File: src/rtl/bcd_pkg.sv
// Shared definitions for the serial packed-BCD subtractor.
//   bcd_sub_state_t : sequencer states (IDLE, SUB, NEG)
//   BCD_DIGIT_MAX   : largest legal decimal digit
//   BCD_RADIX       : correction added to a digit that borrowed
//   bcd_digit_valid : 1 when a nibble holds a legal decimal digit
package bcd_pkg;

   typedef enum logic [1:0] {
      IDLE = 2'd0,
      SUB  = 2'd1,
      NEG  = 2'd2
   } bcd_sub_state_t;

   localparam int BCD_DIGIT_MAX = 9;
   localparam int BCD_RADIX     = 10;

   function automatic logic bcd_digit_valid(input logic [3:0] nibble);
      return (nibble <= 4'(BCD_DIGIT_MAX));
   endfunction

endpackage

File: src/rtl/bcd_sub_digit2.sv
// Two-digit packed-BCD subtract slice: o = a - b - bin, one byte at a time.
// Ports:
//   a, b : 8-bit packed BCD operands (high digit in [7:4])
//   bin  : borrow into the low digit
//   o    : 8-bit packed BCD difference
//   bout : borrow out of the high digit
// Each digit computes d = x - y - borrow in 5 bits; bit 4 set means the
// difference went negative, in which case 10 is added back and a borrow is
// passed up. Illegal digits follow the same formula, so the result stays
// deterministic even when it is meaningless.
module bcd_sub_digit2
   import bcd_pkg::*;
(
   input  logic [7:0] a,
   input  logic [7:0] b,
   input  logic       bin,
   output logic [7:0] o,
   output logic       bout
);

   logic [4:0] lo_d;
   logic [4:0] hi_d;
   logic       lo_b;

   always_comb begin
      lo_d = {1'b0, a[3:0]} - {1'b0, b[3:0]} - {4'b0, bin};
      lo_b = lo_d[4];
      if (lo_b) lo_d = lo_d + 5'(BCD_RADIX);

      hi_d = {1'b0, a[7:4]} - {1'b0, b[7:4]} - {4'b0, lo_b};
      bout = hi_d[4];
      if (bout) hi_d = hi_d + 5'(BCD_RADIX);

      o = {hi_d[3:0], lo_d[3:0]};
   end

endmodule

File: src/rtl/bcd_sub_seq.sv
// Byte-serial packed-BCD subtractor: o = a - b - bi over N bytes, low byte
// first, with an optional second pass that turns a negative ten's-complement
// result into its magnitude (neg=1).
// Ports:
//   clk, rst      : clock, asynchronous active-high reset
//   ld            : start request, accepted only while busy=0
//   a, b, bi, sm  : operands, borrow in, sign-magnitude select (sampled on ld)
//   o             : difference, written when done pulses, held otherwise
//   bo            : borrow out of the top digit of the subtract pass
//   neg           : result was negated into sign-magnitude form
//   err           : an operand digit was >9 at ld (computation still runs)
//   busy          : state != IDLE
//   done          : one-cycle pulse, o/bo/neg valid
// Handshake: ld is a request, busy is its back-pressure. A ld seen at a clock
// edge while busy=0 starts an operation; ld while busy=1 is dropped. done
// pulses for exactly one cycle, and since busy is already 0 then, a ld in the
// done cycle starts the next operation.
module bcd_sub_seq
   import bcd_pkg::*;
#(
   parameter int N = 33
) (
   input  logic         clk,
   input  logic         rst,
   input  logic         ld,
   input  logic [N*8-1:0] a,
   input  logic [N*8-1:0] b,
   input  logic         bi,
   input  logic         sm,
   output logic [N*8-1:0] o,
   output logic         bo,
   output logic         neg,
   output logic         err,
   output logic         busy,
   output logic         done
);

   localparam int W  = N * 8;
   localparam int CW = $clog2(N + 1);

   bcd_sub_state_t state;
   logic [W-1:0]   a_sh;
   logic [W-1:0]   b_sh;
   logic [W-1:0]   res_sh;
   logic           brw;
   logic           sm_q;
   logic [CW-1:0]  cnt;

   logic [7:0]     dx;
   logic [7:0]     dy;
   logic [7:0]     dig_o;
   logic           dig_bout;
   logic [W-1:0]   res_next;
   logic           ld_err;
   logic           last;

   // The negate pass reuses the slice as 0 - result, consuming the result
   // register from the bottom while refilling it from the top.
   always_comb begin
      dx = a_sh[7:0];
      dy = b_sh[7:0];
      if (state == NEG) begin
         dx = 8'h00;
         dy = res_sh[7:0];
      end
   end

   bcd_sub_digit2 u_digit (
      .a    (dx),
      .b    (dy),
      .bin  (brw),
      .o    (dig_o),
      .bout (dig_bout)
   );

   assign res_next = (res_sh >> 8) | (W'(dig_o) << (W - 8));
   assign last     = (cnt == CW'(N - 1));
   assign busy     = (state != IDLE);

   always_comb begin
      ld_err = 1'b0;
      for (int i = 0; i < 2 * N; i++) begin
         if (!bcd_digit_valid(a[4*i +: 4]) || !bcd_digit_valid(b[4*i +: 4]))
            ld_err = 1'b1;
      end
   end

   always_ff @(posedge clk or posedge rst) begin
      if (rst) begin
         state  <= IDLE;
         a_sh   <= '0;
         b_sh   <= '0;
         res_sh <= '0;
         brw    <= 1'b0;
         sm_q   <= 1'b0;
         cnt    <= '0;
         o      <= '0;
         bo     <= 1'b0;
         neg    <= 1'b0;
         err    <= 1'b0;
         done   <= 1'b0;
      end else begin
         done <= 1'b0;
         case (state)
            IDLE: begin
               if (ld) begin
                  a_sh   <= a;
                  b_sh   <= b;
                  res_sh <= '0;
                  brw    <= bi;
                  sm_q   <= sm;
                  err    <= ld_err;
                  cnt    <= '0;
                  bo     <= 1'b0;
                  neg    <= 1'b0;
                  state  <= SUB;
               end
            end
            SUB: begin
               res_sh <= res_next;
               a_sh   <= a_sh >> 8;
               b_sh   <= b_sh >> 8;
               brw    <= dig_bout;
               cnt    <= cnt + 1'b1;
               if (last) begin
                  bo <= dig_bout;
                  if (sm_q && dig_bout) begin
                     state <= NEG;
                     cnt   <= '0;
                     brw   <= 1'b0;
                  end else begin
                     state <= IDLE;
                     done  <= 1'b1;
                     o     <= res_next;
                  end
               end
            end
            NEG: begin
               res_sh <= res_next;
               brw    <= dig_bout;
               cnt    <= cnt + 1'b1;
               if (last) begin
                  neg   <= 1'b1;
                  state <= IDLE;
                  done  <= 1'b1;
                  o     <= res_next;
               end
            end
            default: state <= IDLE;
         endcase
      end
   end

endmodule

File: config.mk
export PLATFORM = sky130hd
export DESIGN_NAME = bcd_sub_seq
export DESIGN_NICKNAME = d
export VERILOG_FILES = /design/src/rtl/bcd_pkg.sv /design/src/rtl/bcd_sub_digit2.sv /design/src/rtl/bcd_sub_seq.sv
export SDC_FILE = /design/constraint.sdc
export NUM_CORES = 2
export LEC_CHECK = 0
export CAP_MARGIN = 20
export CORE_UTILIZATION = 30
export DETAILED_ROUTE_END_ITERATION = 10
export PLACE_DENSITY = 0.51
export SLEW_MARGIN = 0
export SYNTH_ARGS = -nofsm -noshare
export SYNTH_HDL_FRONTEND = slang
export SYNTH_SLANG_ARGS = --single-unit
export TNS_END_PERCENT = 1
File: constraint.sdc
create_clock -name clk -period 66.4 [get_ports clk]
set_input_delay 13.28 -clock clk [delete_from_list [all_inputs] [get_ports clk]]
set_output_delay 13.28 -clock clk [all_outputs]
set_load 0.01 [all_outputs]
Yosys cells after proc, flatten, opt, wreduce, memory -nomap -nowiden

Cells that the tools add are included.

Register bits: 1070
Output and inout port bits: 269
Word-level logic and storage cells: 476

Add/sub/neg operators: 7
Order comparisons: 132
Equality and inequality tests: 7
Mux-type cells: 102
Bitwise logic cells: 1
Reduce and logical (&&, ||, !) cells: 215

Operators by type and width:

| operator            | count |
|---|---|
| $pmux 264 s2        | 4 |
| $mux 264            | 6 |
| $le 4x4->1 const B  | 132 |
| $or 256x264->264    | 1 |
| $logic_not 1->1     | 132 |
| $mux 1              | 75 |
| $logic_or 1x1->1    | 66 |
| $mux 6              | 3 |
| $pmux 6 s3          | 1 |
| $mux 8              | 2 |
| $reduce_bool 2->1   | 5 |
| $sub 4x4->5         | 2 |
| $sub 5x1->5         | 2 |
| $reduce_and 3->1    | 3 |
| $add 4x4->4 const B | 2 |
| $mux 2              | 4 |
| $mux 4              | 2 |
| $ne 2x2->1 const B  | 4 |
| $reduce_and 2->1    | 4 |
| $add 6x1->6 const B | 1 |
| $eq 6x6->1 const B  | 1 |
| $pmux 1 s2          | 3 |
| $pmux 2 s3          | 1 |
| $reduce_and 4->1    | 1 |
| other kinds (7)     | 7 |

Logic depth before layout (Yosys ltp)

Depth in word-level cells: 69
Gate-level depth with buffers: 22

Hierarchy

Synthesis repeated with hierarchy kept, for this count alone.

Cells, all modules: 3754
Area total of the unflattened synthesis: 45212.1 µm²

Modules (own cells, without submodules):

| module         | instances | cells each | area each (µm²) | sequential area each (µm²) |
|---|---|---|---|---|
| bcd_sub_seq    | 1         | 3689       | 44657.8         | 26775.7 |
| bcd_sub_digit2 | 1         | 65         | 554.3           | 0.0 |

Worst setup path before layout

Ideal clock, no wire load.

Kind: input to register
Start point: in ld
End point: reg a_sh[186]
Library setup time: 0.083 ns
Data arrival time: 14.701 ns
Required time: 66.317 ns
Setup slack: 51.616 ns
Stages on the path: 9
Buffers on the path: 5
Cells stage by stage: and2_1 -> clkbuf_1 -> a21oi_2 -> buf_2 -> buf_2 -> clkbuf_1 -> buf_2 -> nand2_1 -> o21ai_0

Cells in the longest elaborated chain, start to end: 2

Ends and longest elaborated chain:

| element                    | line               | RTL |
|---|---|---|
| start: declaration         | bcd_sub_seq.sv:25  | `input logic ld,` |
| $ne 2x2->1 (no line)       | --                 |  |
| $reduce_and 2->1 (no line) | --                 |  |
| end signal: assignment     | bcd_sub_seq.sv:121 | `a_sh <= a_sh >> 8;` |
| end: declaration           | bcd_sub_seq.sv:42  | `logic [W-1:0] a_sh;` |

No other way between the ends.
A chain may end at the register's enable or synchronous reset.

==> impl_metrics.yaml <==
routing:
  vias_per_cell: 4.75
  first_pass_iters: 5
  drtAntennaViolNets: 0
  drc: 0
  vias: 33700
  drt-initial-drc-count: 2352
  wl_per_cell_um: 22.7
  wirelength_um: 161000
layout:
  post-route-util_pct: 39.8
  num-nets-final: 5520
  design_area_um2: 59000
  layout-drive-gt1-share_pct: 5.23
  synthToLayoutAreaGrowth_pct: 31.3
  fin_cells: 7082
  n_fill_cell: 14700
yosys:
  yosys.area_share.xor_xnor_pct: 0.214
  synth_compound_area_share_pct: 13.1
  synth_mux_area_share_pct: 11.7
  yosysWarnings: 0
  async_reset_ff_share_pct: 100
  yosysSeqAreaShare_pct: 59.5
  mappedNetlistArea_um2: 45000
  synth_edf_count: 0
  ys_ff_latch: 1070
  synthAdderAreaFrac_pct: 0.623
  post_synth.cell_area_avg_um2: 10.5
  synthDistinctLibCells: 36
  syn_nets: 4844
  synth_top_family_by_area: "compound AO/OA/AOI/OAI gates"
  yosys.area_share.simple_pct: 12.0
  ys.flop_type: "dfrtp_1"
  synth.area.top_cells: "dfrtp_1, mux2i_1, nand2_1"
  yosys.area.top_type: "dfrtp_1"
  yosysTopAreaCellShare_pct: 59.5
  syn_inst: 4291
place:
  place_inst: 6844
  globalplace.congestion: 0.816
  port_buffers: 801
  hpwl_um: 118000
  preCtsSetupSlack_ns: 48.26
  place_area_um2: 54800
floorplanning:
  coreArea_um2: 148000
  ioPinCount: 802
  die_h_um: 389
  start_util_pct: 30.3
  dieArea_um2: 152000
  row_count: 141
  fp.dieW_um: 389
hold_path:
  hp-class: "flop to flop"
power:
  power.leakage_nw: 27.6
  switching_share_pct: 35.6
  pwr-share-clk_pct: 29.2
  seqPwrFrac_pct: 40.0
  share_comb_of_total_power_pct: 30.7
  vdd_drop_max_mv: 0.0392
  p_switching_mw: 0.857
  internal_power_mw: 1.55
  power.density_nw_per_um2: 40.8
timing:
  setup_tns_ns: 0
  rsz0062_at_grt: "false"
  slew_viol_final: 0
  hold_violations: 0
  setup_slack_ns: 49.31
  relSlewSlack_pct: 25.8
  fin_skew_ns: 0.0580
  period_share_pct: 25.7
  tightest_slew_ns: 1.11
  period_minus_slack_ns: 17.09
  max_freq_ghz: 0.0585
  finalSetupViolCount: 0
grt:
  use_met1_pct: 26.9
  grt_util_met3_pct: 6.13
  track_usage_pct: 20.9
  grt_max_degree: 295
  grt_util_met2_pct: 34.6
  antenna_found_initial: 71
  grt.busiest_layer: "met2"
  grt_pass1_wl_um: 234000
  grt_overflow: 0
  grt_pass1_vias: 33800
clock_tree:
  clk_latency_ns: 0.75
  cts_tree: "yes"
  cts_root_buffer: "clkbuf_16"
  cts_max_level: 3
  cts.sinks: 1070
  cts.repair.resized: 0
  cts_buffer_depth: 3
  cts_inserted_buffers: 121
  clk_pin_slew_ns: 0.06
  holdBufCountCts: 0
  cts_setup_buffers: 0
job:
  cap_viol_max_count: 0
setup_path:
  worstPathRequired_ns: 67.13
  path_class: "input pin to asynchronous set/reset pin"
  endpoint_kind: "asynchronous set/reset pin"
  path_max_fanout: 150
  cp_data_arrival_time_ns: 17.82
  cp-start-kind: "input pin"
status:
  status: "finished, final reports clean"
-- per-stage QoR --
stage / power [mW] / hold WS, ns
after floorplan: 1.50 / 0.442
after global placement: 1.71 / 0.457
after detailed placement: 1.73 / 0.461
after CTS: 2.44 / 0.477
after global routing: 2.57 / 0.489
final: 2.41 / 0.472
-- critical path: stages --
cell	delay, ns
clkdlybuf4s50_1	0.49
inv_8	0.58
buf_4	0.77
buf_12	0.65
buf_4	0.87
buf_4	0.89
-- registers in the layout (all words and copies together), names as in the netlist, 2 cells and up --
register and flops:
res_sh 264, a_sh 264, state 2, b_sh 264, cnt 6, o 264
-- layout make-up --
cell class	count	area [µm²]	share of cell area (%)
antenna	13	32.5	0.0551
clock buffer	177	3570	6.04
clock inverter	46	619	1.05
inverter	17	71.3	0.121
multi-input combinational	2907	17000	28.7
sequential	1070	26800	45.3
tap	2002	2500	4.24
timing repair buffer	850	8510	14.4
-- synthesized netlist by cell type (5+ instances only) --
| cell | count |
|---|---|
| nand2b_1 | 13 |
| clkbuf_1 | 200 |
| a21oi_1 | 12 |
| buf_2 | 85 |
| nor2b_1 | 5 |
| nand4_1 | 34 |
| nor4_1 | 9 |
| o21ai_0 | 669 |
| ha_1 | 16 |
| xnor2_1 | 7 |
| mux2i_1 | 517 |
| a22o_1 | 274 |
| mux2_2 | 7 |
| dfrtp_1 | 1070 |
| nand2_1 | 1304 |
| nor2_1 | 9 |
| inv_1 | 17 |
| buf_1 | 11 |
-- power by group through the flow --
stage	Sequential (mW)	Clock, mW	Combinational [mW]
2_1_floorplan	0.928	0	0.567
3_3_place_gp	0.973	0	0.741
3_5_place_dp	0.976	0	0.753
4_1_cts	0.966	0.723	0.753
5_1_grt	0.986	0.747	0.833
6_report	0.964	0.704	0.739
-- final timing paths --
kind	start	to	slack [ns]	cells past startpoint
min	o[145]$_DFFE_PP0P_	o[145]$_DFFE_PP0P_	0.47	2
max in group clk	ld	a_sh[211]$_DFFE_PP0P_	50.00	7
max reg2reg	state[0]$_DFFE_PP0P_	o[154]$_DFFE_PP0P_	59.56	21
min in group asynchronous	rst	b_sh[244]$_DFFE_PP0P_	13.08	2
max	rst	res_sh[136]$_DFFE_PP0P_	49.31	6
min reg2reg	o[145]$_DFFE_PP0P_	o[145]$_DFFE_PP0P_	0.47	2
-- cell usage in the layout (no fill, tap or decap), types with 9 or more instances in the layout --
cell type and count:
nand2_1 1304, nand4_1 34, inv_1 16, clkbuf_16 121
a21oi_1 11, o21ai_0 668, clkdlybuf4s50_1 801, a22o_1 274
ha_1 15, diode_2 13, nor2_1 9, clkbuf_1 23
clkbuf_8 33, bufinv_16 11, buf_4 40, clkinv_2 24
mux2i_1 517, nand2b_1 13, dfrtp_1 1070, nor4_1 9
-- kinds of logic after synthesis --
| kind of cell | count (synthesis) |
|---|---|
| mux | 524 |
| xor+xnor | 11 |
| fa+ha+maj | 20 |
| buf+inv | 314 |
| compound gates | 967 |
| simple gates | 1385 |
| flops | 1070 |
-- layer usage --
layer / routed length [µm] / share of wire [%] / vias to the layer above
li1: - / - / 16100
met1: 68400 / 43 / 16400
met2: 77300 / 48 / 834
met3: 11200 / 7.0 / 249
met4: 3090 / 1.9 / 90
met5: 606 / 0.38 / -
(Power assumes the default switching activity.)
